**src/rtl/apb_pkg.sv**
```systemverilog
// apb_pkg: shared APB4 completer definitions.
// Contents: bus widths, the completer FSM state enum, and a byte-lane merge
// helper used to apply strobed writes to a stored word.
package apb_pkg;

  localparam int APB_ADDR_W = 32;
  localparam int APB_DATA_W = 32;
  localparam int APB_STRB_W = 4;

  typedef enum logic [0:0] {
    IDLE   = 1'b0,
    ACCESS = 1'b1
  } apb_state_e;

  // Replace each byte lane of old_word with the matching wdata lane where strb is set.
  function automatic logic [APB_DATA_W-1:0] merge_bytes(
    input logic [APB_DATA_W-1:0] old_word,
    input logic [APB_DATA_W-1:0] wdata,
    input logic [APB_STRB_W-1:0] strb
  );
    logic [APB_DATA_W-1:0] result;
    result = old_word;
    for (int i = 0; i < APB_STRB_W; i++) begin
      if (strb[i]) begin
        result[8*i +: 8] = wdata[8*i +: 8];
      end else begin
        result[8*i +: 8] = old_word[8*i +: 8];
      end
    end
    return result;
  endfunction

endpackage

```
**src/rtl/apb_wait_ctr.sv**
```systemverilog
// apb_wait_ctr: loadable down-counter used to time APB wait states.
// Ports:
//   clk    in  clock, rising edge
//   rst_n  in  asynchronous active-low reset (count -> 0)
//   load   in  load count from value (has priority over en)
//   en     in  decrement by one; holds at zero
//   value  in  W-bit load value
//   count  out current count
//   zero   out count == 0
module apb_wait_ctr #(
  parameter int W = 4
) (
  input  logic         clk,
  input  logic         rst_n,
  input  logic         load,
  input  logic         en,
  input  logic [W-1:0] value,
  output logic [W-1:0] count,
  output logic         zero
);

  logic [W-1:0] cnt_r;

  // Down-counter: load wins, otherwise decrement while enabled and non-zero.
  always_ff @(posedge clk or negedge rst_n) begin
    if (!rst_n) begin
      cnt_r <= {W{1'b0}};
    end else if (load) begin
      cnt_r <= value;
    end else if (en && (cnt_r != {W{1'b0}})) begin
      cnt_r <= cnt_r - {{(W-1){1'b0}}, 1'b1};
    end else begin
      cnt_r <= cnt_r;
    end
  end

  assign count = cnt_r;
  assign zero  = (cnt_r == {W{1'b0}});

endmodule

```
**src/rtl/apb_regbank_slave.sv**
```systemverilog
// apb_regbank_slave: APB4 completer holding DEPTH 32-bit byte-strobed registers.
// Inserts WAIT_CYCLES wait states per transfer; misaligned or out-of-bank
// addresses complete with pslverr=1, no write and prdata=0.
// Optional feature macro: APB_PPROT_CHECK_EN -- when defined, transfers with
// pprot[0]=0 (unprivileged) are treated as errors. When undefined pprot is
// latched but has no effect.
// Ports:
//   pclk, preset (async active-low reset)
//   psel, penable, paddr[31:0], pwrite, pprot[2:0], pwdata[31:0], pstrb[3:0]
//   prdata[31:0], pslverr, pready  (all registered, cleared asynchronously)
module apb_regbank_slave
  import apb_pkg::*;
#(
  parameter int DEPTH       = 16,
  parameter int WAIT_CYCLES = 1,
  parameter int ADDR_LSB    = 2
) (
  input  logic                  pclk,
  input  logic                  preset,
  input  logic                  psel,
  input  logic                  penable,
  input  logic [APB_ADDR_W-1:0] paddr,
  input  logic                  pwrite,
  input  logic [2:0]            pprot,
  input  logic [APB_DATA_W-1:0] pwdata,
  input  logic [APB_STRB_W-1:0] pstrb,
  output logic [APB_DATA_W-1:0] prdata,
  output logic                  pslverr,
  output logic                  pready
);

  localparam int IDX_W = (DEPTH > 1) ? $clog2(DEPTH) : 1;
  localparam logic [3:0] WAIT_VAL = 4'(WAIT_CYCLES);
  localparam logic [APB_ADDR_W-1:0] LSB_MASK = (32'd1 << ADDR_LSB) - 32'd1;

  apb_state_e            state_r;
  logic [IDX_W-1:0]      idx_r;
  logic                  write_r;
  logic                  err_r;
  logic [2:0]            pprot_r;
  logic [APB_DATA_W-1:0] prdata_r;
  logic                  pslverr_r;
  logic                  pready_r;
  logic [APB_DATA_W-1:0] bank_r [DEPTH];

  logic [IDX_W-1:0] setup_idx_s;
  logic             setup_err_s;
  logic             cnt_load_s;
  logic             cnt_en_s;
  logic [3:0]       cnt_s;
  logic             cnt_zero_s;
  logic             commit_s;
  logic             unused_s;

  // Setup-phase decode: word index and error flag from the live address.
  always_comb begin
    setup_idx_s = paddr[ADDR_LSB +: IDX_W];
    setup_err_s = ((paddr & LSB_MASK) != 32'd0) ||
                  ((paddr >> ADDR_LSB) >= 32'(DEPTH));
`ifdef APB_PPROT_CHECK_EN
    if (!pprot[0]) begin
      setup_err_s = 1'b1;
    end else begin
      setup_err_s = setup_err_s;
    end
`endif
  end

  // Wait counter control: load on setup, count down during held access phase.
  always_comb begin
    cnt_load_s = (state_r == IDLE) && psel && !penable;
    cnt_en_s   = (state_r == ACCESS) && psel && penable && !cnt_zero_s;
  end

  apb_wait_ctr #(.W(4)) u_wait_ctr (
    .clk   (pclk),
    .rst_n (preset),
    .load  (cnt_load_s),
    .en    (cnt_en_s),
    .value (WAIT_VAL),
    .count (cnt_s),
    .zero  (cnt_zero_s)
  );

  // Completer FSM; outputs are registered one cycle ahead so pready is high
  // exactly while state is ACCESS with the wait counter at zero.
  always_ff @(posedge pclk or negedge preset) begin
    if (!preset) begin
      state_r   <= IDLE;
      idx_r     <= {IDX_W{1'b0}};
      write_r   <= 1'b0;
      err_r     <= 1'b0;
      pprot_r   <= 3'b000;
      prdata_r  <= 32'h0;
      pslverr_r <= 1'b0;
      pready_r  <= 1'b0;
    end else begin
      case (state_r)
        IDLE: begin
          prdata_r  <= 32'h0;
          pslverr_r <= 1'b0;
          pready_r  <= 1'b0;
          if (psel && !penable) begin
            state_r <= ACCESS;
            idx_r   <= setup_idx_s;
            write_r <= pwrite;
            err_r   <= setup_err_s;
            pprot_r <= pprot;
            if (WAIT_VAL == 4'd0) begin
              pready_r  <= 1'b1;
              pslverr_r <= setup_err_s;
              prdata_r  <= (!pwrite && !setup_err_s) ? bank_r[setup_idx_s] : 32'h0;
            end else begin
              pready_r  <= 1'b0;
            end
          end else begin
            // psel&&penable here is a protocol violation: ignore it.
            state_r <= IDLE;
          end
        end
        ACCESS: begin
          if (cnt_zero_s) begin
            state_r   <= IDLE;
            prdata_r  <= 32'h0;
            pslverr_r <= 1'b0;
            pready_r  <= 1'b0;
          end else if (psel && penable) begin
            state_r <= ACCESS;
            if (cnt_s == 4'd1) begin
              pready_r  <= 1'b1;
              pslverr_r <= err_r;
              prdata_r  <= (!write_r && !err_r) ? bank_r[idx_r] : 32'h0;
            end else begin
              pready_r  <= 1'b0;
              pslverr_r <= 1'b0;
              prdata_r  <= 32'h0;
            end
          end else begin
            // Master abandoned the transfer mid-wait: no side effects.
            state_r   <= IDLE;
            prdata_r  <= 32'h0;
            pslverr_r <= 1'b0;
            pready_r  <= 1'b0;
          end
        end
        default: begin
          state_r   <= IDLE;
          prdata_r  <= 32'h0;
          pslverr_r <= 1'b0;
          pready_r  <= 1'b0;
        end
      endcase
    end
  end

  assign commit_s = (state_r == ACCESS) && pready_r && psel && penable && write_r && !err_r;

  // Register bank with byte-strobed write on the completing edge.
  always_ff @(posedge pclk or negedge preset) begin
    if (!preset) begin
      for (int i = 0; i < DEPTH; i++) begin
        bank_r[i] <= 32'h0;
      end
    end else if (commit_s) begin
      bank_r[idx_r] <= merge_bytes(bank_r[idx_r], pwdata, pstrb);
    end else begin
      bank_r[idx_r] <= bank_r[idx_r];
    end
  end

  // pprot is captured for the whole access but only feeds decode when checked.
  assign unused_s = ^pprot_r;

  assign prdata  = prdata_r;
  assign pslverr = pslverr_r;
  assign pready  = pready_r;

endmodule

```
**config.mk**
```make
export PLATFORM = sky130hd
export DESIGN_NAME = apb_regbank_slave
export DESIGN_NICKNAME = d
export VERILOG_FILES = /design/src/rtl/apb_pkg.sv /design/src/rtl/apb_wait_ctr.sv /design/src/rtl/apb_regbank_slave.sv
export SDC_FILE = /design/constraint.sdc
export NUM_CORES = 1
export LEC_CHECK = 0
export CAP_MARGIN = 20
export CORE_MARGIN = 2
export CORE_UTILIZATION = 53
export DETAILED_ROUTE_END_ITERATION = 8
export PLACE_DENSITY = 0.7
export SLEW_MARGIN = 20
export SYNTH_ARGS = -nofsm -noshare
export SYNTH_HDL_FRONTEND = slang
export SYNTH_SLANG_ARGS = --single-unit
export TNS_END_PERCENT = 5
```
**constraint.sdc**
```tcl
create_clock -name pclk -period 2 [get_ports pclk]
set_input_delay 0.4 -clock pclk [delete_from_list [all_inputs] [get_ports pclk]]
set_output_delay 0.4 -clock pclk [all_outputs]
set_load 0.03 [all_outputs]
```
Word-level counts from Yosys, hierarchy flattened
Index checks and enable logic that the tools add are counted.
{"block": "word_totals", "reg_bits": 557, "inputBits": 76, "out_inout_bits": 34, "word_cells": 91}
{"block": "op_classes", "addsub": 1, "n_lt_le_gt_ge": 3, "n_eq_ne": 1, "mux": 35, "bitwise_logic": 2, "n_reduce_logical": 25}
{"cell": "$bwmux W512", "count": 2}
{"cell": "$mux W512", "count": 1}
{"cell": "$mux W32", "count": 7}
{"cell": "$bmux W32 S4", "count": 1}
{"cell": "$demux W32 S4", "count": 1}
{"cell": "$mux W8", "count": 8}
{"cell": "$pmux W32 S2", "count": 1}
{"cell": "$reduce_bool A32 Y1", "count": 1}
{"cell": "$ge A30 B5 Y1 const B", "count": 1}
{"cell": "$logic_and A1 B1 Y1", "count": 15}
{"cell": "$mux W1", "count": 9}
{"cell": "$mux W4", "count": 2}
{"cell": "$pmux W1 S2", "count": 3}
{"cell": "$ge A5 B5 Y1 const B", "count": 1}
{"cell": "$lt A5 B1 Y1 const B", "count": 1}
{"cell": "$not A4 Y5", "count": 1}
{"cell": "$eq A4 B1 Y1 const B", "count": 1}
{"cell": "$logic_not A1 Y1", "count": 4}
{"cell": "$logic_not A4 Y1", "count": 1}
{"cell": "$reduce_bool A4 Y1", "count": 1}
{"cell": "$sub A4 B1 Y4 const B", "count": 1}
{"cell": "$reduce_and A2 Y1", "count": 1}
{"cell": "$reduce_bool A2 Y1", "count": 1}
{"cell": "$logic_or A1 B1 Y1", "count": 1}
{"cell": "$not A1 Y1", "count": 1}

Longest topological paths before layout
Gate-level depths: netlist (run 1).
{"block": "depth", "depth_word": 9, "mapped_depth": 9, "mapped_depth_nobuf": 5}

Modules after synthesis
A second synthesis (run 1) with hierarchy kept.
{"block": "hier_totals", "hier_cells": 2465, "hier_area_um2": 25772.2}
{"module": "apb_regbank_slave", "instances": 1, "cells_per_inst": 2438, "area_each_um2": 25519.5, "seq_area_each_um2": 13838.3}
{"module": "apb_wait_ctr", "instances": 1, "cells_per_inst": 27, "area_each_um2": 252.7, "seq_area_each_um2": 100.1}

Worst setup path after synthesis (run 1)
No wires, ideal clock.
{"block": "synth_path", "path_kind": "register to register", "start": "reg pready_r, in the netlist pready", "end": "reg bank_r[209] in the netlist's numbering", "setup_ps": 137, "arrival_time_ps": 1882, "t_required_ps": 1863, "slack_ps": -19, "path_stages_with_launch": 7, "path_buffers": 2, "period_less_slack_ps": 2019, "cell_sequence": "dfrtp_1 -> nand4b_2 -> or2_1 -> buf_6 -> buf_6 -> a41oi_2 -> a21oi_1"}
{"block": "synth_via", "elab_chain_len": 6}
{"item": "from (decl)", "line": "apb_regbank_slave.sv:43", "rtl": "logic pready_r;"}
{"item": "from (signal assigned)", "line": "apb_regbank_slave.sv:96", "rtl": "pready_r <= 1'b0;"}
{"item": "from (signal assigned)", "line": "apb_regbank_slave.sv:102", "rtl": "pready_r <= 1'b0;"}
{"item": "from (signal assigned)", "line": "apb_regbank_slave.sv:110", "rtl": "pready_r <= 1'b1;"}
{"item": "$logic_and A1 B1 Y1 (5 in a row)", "line": "apb_regbank_slave.sv:156", "rtl": "assign commit_s = (state_r == ACCESS) && pready_r && psel && penable && write_r && !err_r;"}
{"item": "$mux W512", "line": "apb_regbank_slave.sv:164", "rtl": "end else if (commit_s) begin"}
{"item": "to (signal, indexed assignment)", "line": "apb_regbank_slave.sv:165", "rtl": "bank_r[idx_r] <= merge_bytes(bank_r[idx_r], pwdata, pstrb);"}
{"item": "to (signal, indexed assignment)", "line": "apb_regbank_slave.sv:167", "rtl": "bank_r[idx_r] <= bank_r[idx_r];"}
{"item": "to (decl)", "line": "apb_regbank_slave.sv:44", "rtl": "logic [APB_DATA_W-1:0] bank_r [DEPTH];"}
Every way passes these cells.
A chain may end at the register's enable or synchronous reset.

Worst setup path after layout (run 1)
{"block": "layout_path", "start": "reg idx_r[1]", "end": "reg bank_r[198] in the netlist's numbering"}
{"block": "layout_via", "elab_chain_len": 8, "elab_cells_between_ends": 14, "cone_classes": "order compare (2); mux (10); bitwise (1); reduce/logical (1)"}
{"item": "from (decl)", "line": "apb_regbank_slave.sv:37", "rtl": "logic [IDX_W-1:0] idx_r;"}
{"item": "from (signal assigned)", "line": "apb_regbank_slave.sv:90", "rtl": "idx_r <= {IDX_W{1'b0}};"}
{"item": "from (signal assigned)", "line": "apb_regbank_slave.sv:105", "rtl": "idx_r <= setup_idx_s;"}
{"item": "$not A4 Y5 (not written as such) *", "line": "apb_regbank_slave.sv:165, apb_regbank_slave.sv:167"}
{"item": "$bmux W32 S4", "line": "apb_regbank_slave.sv:165, apb_regbank_slave.sv:167"}
{"item": "$mux W32 (not written as such) (2 in a row)", "line": "apb_regbank_slave.sv:165, apb_regbank_slave.sv:167"}
{"item": "$mux W8", "line": "apb_pkg.sv:24", "rtl": "if (strb[i]) begin"}
{"item": "$mux W8", "line": "apb_regbank_slave.sv:164"}
{"item": "$bwmux W512", "line": "apb_regbank_slave.sv:165"}
{"item": "$mux W512 *", "line": "apb_regbank_slave.sv:164"}
Mark *: on every way between the ends. The rest lies on a longest branch, timed or not. The select of a mux whose other input is x is not followed.

==> qor.yml, run 1 <==
synthMuxAreaShare_pct: 10.71
initial_core_util_pct: 53.88
skew_ns: 0.01167
die_y_um: 224.8
n_antenna_cell: 0
p_leak_nw: 13.37
cts_sinks: 557
synth_cells: 2414
num_rows: 80
area_growth_pct: 24.78
worstPathRequired_ns: 2.48
slew_violations: 0
num_vias: 19800
viasPerCell: 5.989
worst_path_max_delay_cell: "dfrtp_4"
antenna_found_initial: 0
synthesis.area_um2: 25830
grt_first_pass_wirelength_um: 112200
place_area_um2: 29510
synth-edff-count: 0
avgSynthCellArea_um2: 10.70
seq_area_um2: 13950
drive_gt1_share_pct: 22.78
cts_tree: "yes"
root_buffer: "clkbuf_16"
crit_fanout: 9
synth_xor_area_share_pct: 0.1017
clockBufferDepth: 3
ys.flop_type: "dfrtp_1"
wire_per_inst_um: 21.85
hold_path_class: "input port to asynchronous set/reset pin"
ios: 110
ys_warn_count: 0
synth-seq-cells: 557
crit_type: "register to register"
worstMarginPinSlew_ns: 1.044
synth_fa_ha_area_share_pct: 0.09686
clkTransAtPathRegs_ns: 0.06
nFillCells: 3383
min_period_ns: 2.178
cp-end-kind: "register"
worst_slack_ns: -0.1775
clock_latency_ns: 0.60
multi_input_area_um2: 11530
synth_simple_gate_area_share_pct: 12.81
rsz0062_at_grt: "yes"
violations: "negative setup slack"
ant_nets: 0
power.density_nw_per_um2: 1468
drt_wl_total_um: 72230
cts-buffers-inserted: 57
grt_max_degree: 85
dieArea_um2: 50530
async_flop_share_pct: 100.0
cts-htree-levels: 2
worstPathCellList: "buf_12 > buf_12 > buf_12 > mux4_2 > nand2b_4 > a41oi_4 > a21oi_1"
status: "finished, violations left"
final_cell_area_um2: 32240
fmax_ghz: 0.4592
maxCapViolations: 0
first_iter_violations: 1902
crit_path_frequent_cell: "buf_12"
cp_slowest_stage_delay_ns: 0.53
port_buffers: 106
core_area_um2: 47950
synth-seq-area-share_pct: 53.95
critPathLaunchType: "register"
dp_slack_ns: -0.5102
relSlewSlack_pct: 29.84
setup_viol_count_final: 487
drt_first_pass_iters: 5
drc: 0
power_mw: 47.31
syn-num-nets: 2492
worst_hold_slack_ns: 0.2805
place.gp.congestion: 0.8596
dp_hpwl_um: 47510
grt_pass1_vias: 19810
cp.arrival_ns: 2.65
tns_ns: -31.06
track_usage_pct: 28.73
ir_drop_v: 0.0007236
finalCritPeriodShare_pct: 108.9
nets: 2728
synth_top_family_by_area: "compound AO/OA/AOI/OAI gates"
synth_compound_area_share_pct: 18.41
ys_types: 44
hold_violations: 0
grt_overflow: 0
die_x_um: 224.8
[kinds of logic after synthesis]
kind of cell	count (synthesis)
muxes	196
AOI/OAI and AO/OA	677
buffers and inverters	212
DFF	557
xor gates and xnor gates	3
and+or+nand+nor	767
adders and majority gates	2
[cell usage after synthesis, drive strengths merged, types with 3 or more instances]
| cell type | count | area (µm²) |
|---|---|---|
| a221oi | 15 | 162.6 |
| a32oi | 15 | 131.4 |
| mux4 | 64 | 1441 |
| mux2 | 4 | 45.04 |
| nor3 | 36 | 212.7 |
| nand2b | 37 | 231.5 |
| nor2 | 547 | 2068 |
| clkbuf | 111 | 419.2 |
| nor4 | 7 | 43.79 |
| xnor2 | 3 | 26.28 |
| or2 | 38 | 237.7 |
| buf | 66 | 459.2 |
| dfrtp | 557 | 13940 |
| nand4b | 4 | 68.81 |
| a21oi | 580 | 2903 |
| inv | 35 | 131.4 |
| a31oi | 15 | 292.8 |
| mux2i | 128 | 1281 |
| a41oi | 49 | 1247 |
| nand2 | 53 | 201.5 |
| nand3 | 36 | 180.2 |
[power breakdown]
group	leakage, nW	switching [mW]	internal [mW]	total (mW)
clock network	0.909	4.37	6.15	10.5
logic	6.28	9.38	8.49	17.9
registers	6.18	2.68	16.2	18.9
total	13.4	16.4	30.9	47.3
[per-stage QoR]
step                      std cells  utilization (%)
final                          3306            67.24
after CTS                      3292            66.42
after global placement         3178            61.55
after floorplan                2414                -
after global routing           3306            67.24
after detailed placement       3178            61.55
[per-layer routing]
layer,global-route usage [%],share of wire (%),routed length [µm]
met3,3.997,6.0,4298
met5,0,0,0
met1,41.18,44,31430
met2,45.52,48,34370
met4,9.464,3.0,2139
[layout make-up]
cell class | count | share of cell area (%)
clock buffers | 86 | 5.228
clock inverters | 14 | 0.4696
inverters | 35 | 0.4075
multi-input cells | 1645 | 35.76
flip-flops and latches | 557 | 43.27
well taps | 615 | 2.387
repair buffers | 354 | 12.48
[path summary, 6_finish.rpt]
check | start | endpoint | slack, ns | cells past startpoint
worst max-delay path | idx_r[1] | bank_r[198] | -0.18 | 7
worst min-delay path | preset | bank_r[190] | 0.28 | 2
worst max register to register | idx_r[1] | bank_r[198] | -0.18 | 7
worst min register to register | bank_r[470] | bank_r[470] | 0.52 | 2
max in group asynchronous | preset | bank_r[298] | 0.92 | 3
min in group pclk | paddr[4] | idx_r[2] | 0.39 | 3
[cell usage in the layout, fill, tap and decap left out, types with 8 or more instances in the layout]
cell / n
clkdlybuf4s50_1: 71
buf_6: 19
a221oi_2: 9
a31oi_4: 13
nand2_1: 52
nand3_1: 31
a32oi_1: 14
clkbuf_8: 15
nand2b_4: 27
buf_12: 80
inv_1: 35
a41oi_2: 8
dfrtp_1: 552
clkbuf_16: 59
a21oi_2: 32
clkinv_2: 9
nor3_1: 29
or2_4: 33
buf_4: 144
nor2_1: 534
mux2i_1: 124
mux4_2: 64
nor2_4: 12
a41oi_4: 41
dlygate4sd2_1: 34
nand2b_1: 9
a21oi_1: 548
clkbuf_1: 14
[timing repair]
action	CTS	global route
hold buffers	1	0
gates cloned	0	2
buffers inserted	13	12
endpoints found under the setup margin	572	539
pin swaps	58	29
resized for setup	137	49
hold endpoints to repair	29	0
[worst max-delay path, delay by kind of cell, from the launching register on]
kind	cells	cell delay, ns
AOI/OAI and AO/OA	2	0.49
buffers and inverters	3	0.44
DFF	1	0.53
and+or+nand+nor	1	0.17
muxes	1	0.41
[sequential cells by signal, summed over array words and instances (netlist names)]
register,count
err_r,1
u_wait_ctr.count,4
prdata,32
state_r,1
pslverr,1
pready,1
bank_r,512
idx_r,4
write_r,1
Note: power is estimated with default switching activity, not from simulation.
==> run 2: changes to the inputs <==
- CORE_MARGIN: 2 -> 8
- PLACE_DENSITY: 0.7 -> 0.67
- clock period: 2 -> 2.74 ns (I/O delays scaled with it)
==> run 2 against run 1 <==
The flow now finishes without violations. Sequential share of layout area grew 2.8 points. Highest routed layer unchanged. Fmax down 13%. Hold slack gained 0.16 ns. Die area grew 11%. Clock-buffer cell count grew 2. Largest power group unchanged. Flip-flop and latch count did not move. Final cell count decreased by 3.7%.
==> qor.yml, run 2 (same netlist as run 1, synthesis figures left out) <==
postCtsSetupBuffers: 0  # was 13
cp.arrival_ns: 2.95  # was 2.65 ns
initial_core_util_pct: 53.22  # was 53.88%
ios: 110  # unchanged
cts_hold_buf: 1  # unchanged
power.density_nw_per_um2: 1106  # was 1468 nW/µm²
setup.worst_path.start: "idx_r[1]"  # unchanged
drc: 0  # unchanged
place.gp.congestion: 0.8584  # was 0.8596
clkTransAtPathRegs_ns: 0.06  # about the same
track_usage_pct: 24.41  # was 28.73%
antenna_found_initial: 2  # was 0
crit_fanout: 33  # was 9
largest_reg_flops: 512  # unchanged
worstMarginPinSlew_ns: 1.104  # was 1.044 ns
worstPathRequired_ns: 3.20  # was 2.48 ns
core_area_um2: 48550  # was 47,950 µm²
num_rows: 81  # was 80
reg2reg_depth: 6  # was 7
min_period_ns: 2.495  # was 2.178 ns
nets: 2591  # was 2,728
worst_path_max_delay_cell: "dfrtp_4"  # unchanged
layout_common_cells: "580 x a21oi_1, 553 x dfrtp_1, 534 x nor2_1"  # was 552 x dfrtp_1, 548 x a21oi_1, 534 x nor2_1
cts-htree-levels: 2  # unchanged
regMostFlops: "bank_r"  # unchanged
maxCapViolations: 0  # unchanged
first_iter_violations: 1600  # was 1,902
cp-end-kind: "register"  # unchanged
place_area_um2: 28110  # was 29,510 µm²
wire_per_inst_um: 21.52  # was 21.85 µm
status: "finished clean"  # was finished, violations left
port_buffers: 106  # unchanged
ant_nets: 0  # unchanged
drive_gt1_share_pct: 16.01  # was 22.78%
drt_wl_total_um: 68560  # was 72,230 µm
dieArea_um2: 56060  # was 50,530 µm²
cts_tree: "yes"  # unchanged
grt_first_pass_wirelength_um: 107800  # was 112,200 µm
finalCritPeriodShare_pct: 91.05  # was 108.9%
clockBufferDepth: 3  # unchanged
worstPathCellList: "buf_12 > buf_4 > mux4_2 > nand2b_1 > a31oi_2 > a21oi_1"  # was buf_12 > buf_12 > buf_12 > mux4_2 > nand2b_4 > a41oi_4 > a21oi_1
die_x_um: 236.8  # was 224.8 µm
grt_pass1_vias: 19010  # was 19.81k
area_growth_pct: 17.13  # was 24.78%
layout_commonest_cell: "a21oi_1"  # was dfrtp_1
ctsResizeCount: 0  # was 137
crit_type: "register to register"  # unchanged
dp_hpwl_um: 45010  # was 47,510 µm
num_vias: 18740  # was 19.80k
power_mw: 33.48  # was 47.31 mW
rsz0062_at_grt: "no"  # was yes
viasPerCell: 5.883  # was 5.989
grt_max_degree: 95  # was 85
setup_viol_count_final: 0  # was 487
critPathLaunchType: "register"  # unchanged
cts-buffers-inserted: 58  # was 57
skew_ns: 0.01841  # was 0.01167 ns
clock_latency_ns: 0.62  # was 0.60 ns
p_leak_nw: 12.16  # was 13.37 nW
final_cell_area_um2: 30260  # was 32,240 µm²
ir_drop_v: 0.0005589  # was 0.0007236 V
hold_violations: 0  # unchanged
slew_violations: 0  # unchanged
reg2reg_from: "idx_r[1]"  # unchanged
hold_path_class: "input port to asynchronous set/reset pin"  # unchanged
root_buffer: "clkbuf_16"  # unchanged
cts_sinks: 557  # unchanged
cp_slowest_stage_delay_ns: 0.56  # was 0.53 ns
fmax_ghz: 0.4008  # was 0.4592 GHz
drt_first_pass_iters: 5  # unchanged
grt_overflow: 0  # unchanged
die_y_um: 236.8  # was 224.8 µm
relSlewSlack_pct: 25.87  # was 29.84%
[run 2: cell count changes in the layout (fill, tap and decap cells not counted), sizes merged]
cell and change:
clkinv -3, clkdlybuf4s50 +34, buf -136, bufinv +5
dlygate4sd2 -34, clkinvlp +2, inv +2, diode +2
[run 2: critical path: cells and delay by family, from the launching register on]
kind,cells,cell delay [ns]
compound gates,2,0.56
buf+inv,2,0.47
flops,1,0.56
mux,1,0.48
simple gates,1,0.22
[run 2: path summary, 6_finish.rpt]
| check | slack [ns] | endpoint |
|---|---|---|
| worst max-delay path | 0.25 | bank_r[130] |
| worst min-delay path | 0.44 | bank_r[383] |
| worst max register to register | 0.25 | bank_r[130] |
| worst min register to register | 0.52 | bank_r[185] |
| max in group asynchronous | 1.43 | bank_r[235] |
| min in group pclk | 0.51 | idx_r[2] |
[run 2: through the flow]
stage / hold slack (ns) / setup WS [ns] / instances / TNS, ns / util, %
6_report: 0.4443 / 0.2452 / 3185 / 0 / 62.33
5_1_grt: 0.4737 / 0.1490 / 3185 / 0 / 62.33
4_1_cts: 0.4372 / 0.2421 / 3183 / 0 / 62.30
3_5_place_dp: 0.4919 / -0.03816 / 3074 / -0.1537 / 57.90
3_3_place_gp: 0.4855 / 0.01444 / 3074 / 0 / 57.90
2_1_floorplan: 0.2524 / 0.7211 / 2414 / 0 / -
[run 2: cell type report]
cell class	instances	area [µm²]
inverter	35	131.4
clock inverter	20	319.1
timing repair buffer	216	2270
multi-input combinational	1645	11000
clock buffer	88	1808
tap	622	778.2
fill	3820	18290
antenna	2	5.005
sequential	557	13950
[run 2: power by group]
group	switching (mW)	internal, mW	total, mW
registers	1.91	11.8	13.8
clock network	3.32	5.29	8.61
logic	6.15	4.96	11.1
[run 2: routing by layer]
layer / track usage, % / share of wire (%) / vias up
met5: 0 / 0 / -
met2: 38.73 / 47 / 575
met4: 9.436 / 3.5 / 0
met1: 32.72 / 43 / 9351
met3: 5.289 / 6.9 / 157
li1: - / - / 8654
